File: src/rtl/debounce_switch.sv
`default_nettype none
// +--------------------------------------------------------------------------+
// | debounce_switch: two-flop synchroniser plus stability counter; output     |
// | follows the input only after DEBOUNCE_LIMIT stable cycles.                |
// | Optional DEBOUNCE_SWITCH_EDGE_EN adds o_Rise/o_Fall.  Rev 1.0             |
// +--------------------------------------------------------------------------+
module debounce_switch #(
  parameter int DEBOUNCE_LIMIT = 250000
) (
  input  logic clk,
  input  logic reset_n,
  input  logic i_Switch,
  output logic o_Switch
`ifdef DEBOUNCE_SWITCH_EDGE_EN
  ,
  output logic o_Rise,
  output logic o_Fall
`endif
);

  localparam int COUNT_W = $clog2(DEBOUNCE_LIMIT);
  localparam logic [COUNT_W-1:0] COUNT_MAX = COUNT_W'(DEBOUNCE_LIMIT - 1);

  logic               sync1;
  logic               sync2;
  logic [COUNT_W-1:0] count;
  logic               accept;

  assign accept = (sync2 != o_Switch) && (count == COUNT_MAX);

  always_ff @(posedge clk or negedge reset_n) begin
    if (!reset_n) begin
      sync1    <= 1'b0;
      sync2    <= 1'b0;
      count    <= '0;
      o_Switch <= 1'b0;
    end else begin
      sync1 <= i_Switch;
      sync2 <= sync1;
      // Any cycle that agrees with the current output discards all progress.
      if (sync2 == o_Switch) begin
        count <= '0;
      end else if (accept) begin
        o_Switch <= sync2;
        count    <= '0;
      end else begin
        count <= count + COUNT_W'(1);
      end
    end
  end

`ifdef DEBOUNCE_SWITCH_EDGE_EN
  always_ff @(posedge clk or negedge reset_n) begin
    if (!reset_n) begin
      o_Rise <= 1'b0;
      o_Fall <= 1'b0;
    end else begin
      o_Rise <= accept & sync2;
      o_Fall <= accept & ~sync2;
    end
  end
`endif

endmodule
`default_nettype wire

File: config.mk
export PLATFORM = sky130hd
export DESIGN_NAME = debounce_switch
export DESIGN_NICKNAME = d
export VERILOG_FILES = /design/src/rtl/debounce_switch.sv
export SDC_FILE = /design/constraint.sdc
export NUM_CORES = 1
export LEC_CHECK = 0
export BUFFER_PORTS_ARGS = -buffer_cell sky130_fd_sc_hd__buf_2
export CAP_MARGIN = 20
export CORE_MARGIN = 2
export CORE_UTILIZATION = 55
export CTS_CLUSTER_DIAMETER = 60
export DETAILED_ROUTE_END_ITERATION = 8
export PLACE_DENSITY_LB_ADDON = 0.15
export SETUP_SLACK_MARGIN = 0.3
export SLEW_MARGIN = 20
export SYNTH_ARGS = -nofsm -noshare
export SYNTH_HDL_FRONTEND = slang
export SYNTH_SLANG_ARGS = --single-unit
export TNS_END_PERCENT = 30
File: constraint.sdc
create_clock -name clk -period 2.25 [get_ports clk]
set_clock_uncertainty 0.2 [all_clocks]
set_input_delay 0.45 -clock clk [delete_from_list [all_inputs] [get_ports clk]]
set_output_delay 0.45 -clock clk [all_outputs]
set_load 0.1 [all_outputs]
==> impl_metrics.toml <==
[synth]
synthMuxAreaShare_pct = 1.10
ys_seq_elements = 21
synth_top_cell_by_area = "dfrtp_1"
synthAdderAreaFrac_pct = 1.23
syn-cell-area_um2 = 1020
syn_nets = 104
synth-compound-area-share_pct = 3.68
synth_area_leaders = "dfrtp_1 (52%), xnor2_1 (11%), nor2_1 (7.4%)"
ys_warn_count = 0
synth_cell_types = 23
synth_top_family_by_area = "simple AND/OR/NAND/NOR gates"
synth_xor_xnor_area_share_pct = 13.7
seq_area_frac_synth_pct = 51.5
synth_top_area_share_pct = 51.5
syn-instance-count = 100
syn_avg_cell_area_um2 = 10.2
synth-simple-area-share_pct = 25.9

[cts]
cts_tree = "yes"
cts.htree.levels = 1
insertion_delay_ns = 0.30
numCtsBuffers = 3
ctsLongestPathBuffers = 2
clk_pin_slew_worst_paths_ns = 0.11
cts_sinks = 21
cts_root_buffer = "clkbuf_4"

[floorplan]
die-area_um2 = 2210
io_pins = 4
fp-row-count = 15
core_area_um2 = 1730
die_w_um = 47.1
chipHeight_um = 47.1
initial_core_util_pct = 59.1

[timing]
setup_viol = 0
hold_ws_ns = 0.0434
relSlewSlack_pct = 67.6
period_share_pct = 84.9
rsz0062_at_grt = "yes"
fin_crit_ns = 1.91
tightest_slew_ns = 0.489
hold_violations = 0
fmax_mhz = 524
timing.setup.tns_ns = 0
timing.final.max_slew_violations = 0

[run]
drv_cap = 0

[grt]
antenna_found_initial = 0
overflow = 0
grt_max_degree = 22
grt_pass1_vias = 687
grt_pass1_wl_um = 2930
track_usage_pct = 18.7

[placed_design]
gp_congestion = 0.784
place_hpwl_um = 1220
portBuffers = 3

[critical_path]
cp.arrival_ns = 1.95
path_class = "flop to flop"
cp_max_fo = 9
worst_ep_required_time_ns = 2.29
cp-end-kind = "flop"
cp-start-kind = "flop"

[hold_path]
holdCritPathClass = "input pin to flop"

[outcome]
status = "finished clean"

[power_and_ir_drop]
power_density_nw_per_um2 = 528
p_sw_share_pct = 21.8
leakage_nw = 0.445
p_switching_mw = 0.129
p_clk_share_pct = 29.6
ir_worst_vdd_v = 0.000426
internal_power_mw = 0.462
p_comb_share_pct = 4.4
seqPwrFrac_pct = 66.0

[finish]
antenna_cells = 0
nNetsFinal = 112
fin_util_pct = 64.8
drive_gt1_share_pct = 15.0
areaGrowthSynthToFinish_pct = 9.69

[drt]
vias_per_cell = 5.41
wl_um = 1710
vias = 714
ant_nets = 0
dr.pass1.iters = 3
avgRoutedWirePerCell_um = 12.9
drt_iter0_drc = 7
remaining_drc_errors = 0
-- through the flow --
| step | setup WS, ns | total power, mW | std cells | cell area (um^2) |
|---|---|---|---|---|
| 3_3_place_gp | 0.359 | 0.422 | 126 | 1060 |
| 2_1_floorplan | 0.319 | 0.410 | 100 | 1020 |
| 3_5_place_dp | 0.319 | 0.422 | 126 | 1060 |
| 6_report | 0.340 | 0.591 | 132 | 1120 |
| 5_1_grt | 0.227 | 0.624 | 132 | 1120 |
| 4_1_cts | 0.307 | 0.601 | 131 | 1100 |
-- worst paths after layout --
| check | from | endpoint | slack, ns | cells past startpoint |
|---|---|---|---|---|
| worst min-delay path | i_Switch | sync1$_DFF_PN0_ | 0.04 | 1 |
| min in group asynchronous | reset_n | o_Switch$_DFFE_PN0P_ | 0.42 | 2 |
| worst max register to register | count[7]$_DFF_PN0_ | count[17]$_DFF_PN0_ | 0.34 | 4 |
| max in group asynchronous | reset_n | count[5]$_DFF_PN0_ | 1.10 | 2 |
| worst min register to register | sync1$_DFF_PN0_ | sync2$_DFF_PN0_ | 0.19 | 0 |
| worst max-delay path | count[7]$_DFF_PN0_ | count[17]$_DFF_PN0_ | 0.34 | 4 |
-- area by class of cell --
| class | count | area, um^2 |
|---|---|---|
| Fill cell | 149 | 608 |
| Sequential cell | 21 | 529 |
| Multi-Input combinational cell | 72 | 477 |
| Timing Repair Buffer | 6 | 40.0 |
| Tap cell | 25 | 31.3 |
| Clock buffer | 4 | 26.3 |
| Inverter | 4 | 15.0 |
-- critical path, cell delays in order, from the launching register on --
cell,delay [ns]
dfrtp_1,0.46
nand4_4,0.18
or4_1,0.55
or3_1,0.31
a21oi_1,0.14
-- Yosys cell counts --
| cell | instances |
|---|---|
| nand4_4 | 1 |
| o21ai_0 | 1 |
| buf_2 | 1 |
| a21oi_1 | 1 |
| clkbuf_2 | 1 |
| nor4_1 | 7 |
| xnor2_1 | 13 |
| or3_1 | 1 |
| nor2_1 | 20 |
| o41ai_4 | 1 |
| xor2_1 | 3 |
| nand4_1 | 3 |
| nand3b_1 | 1 |
| ha_1 | 1 |
| dfrtp_1 | 21 |
| nor4b_1 | 1 |
| nor3_1 | 4 |
| nand2_1 | 4 |
| or4_1 | 1 |
| inv_1 | 4 |
| clkbuf_1 | 1 |
| mux2_2 | 1 |
| nand3_1 | 8 |
-- power by group through the flow --
stage          clock [mW]  sequential [mW]  combinational (mW)
4_1_cts             0.185            0.390              0.0268
3_5_place_dp            0            0.397              0.0254
2_1_floorplan           0            0.394              0.0155
5_1_grt             0.203            0.391              0.0299
6_report            0.175            0.390              0.0260
3_3_place_gp            0            0.396              0.0250
-- per-layer routing --
layer | track usage [%] | wire, um | up-vias
li1 | - | - | 359
met1 | 25.7 | 875 | 347
met2 | 29.9 | 782 | 6
met3 | 2.31 | 29 | 2
met4 | 8.33 | 19 | 0
met5 | 0 | 0 | -
-- cell families after synthesis --
logic type,count (synthesis)
flip-flops,21
adder cells (fa/ha/maj),1
AND/OR/NAND/NOR,51
XOR/XNOR,16
buffers and inverters,7
multiplexers,1
AO/OA/AOI/OAI,3
-- placed cells by master (no fill, tap or decap), types with 4 or more instances in the layout --
cell type,instances
nor4_1,6
nor2_1,20
dfrtp_1,18
xnor2_1,13
nor3_1,4
inv_1,4
nand3_1,7
nand2_1,4
-- flip-flops by register name (all words and copies together) (netlist names) --
signal    cells
count        18
sync1         1
sync2         1
o_Switch      1
-- repair_timing --
item                                    CTS  global route
hold buffers                              1             0
endpoints found under the hold margin    21             0
endpoints found under the setup margin    1            16
gates resized for setup                   1             4
pin swaps                                 0             1
buffers inserted                          0             1
No activity file was read; power rests on OpenSTA's default activity.
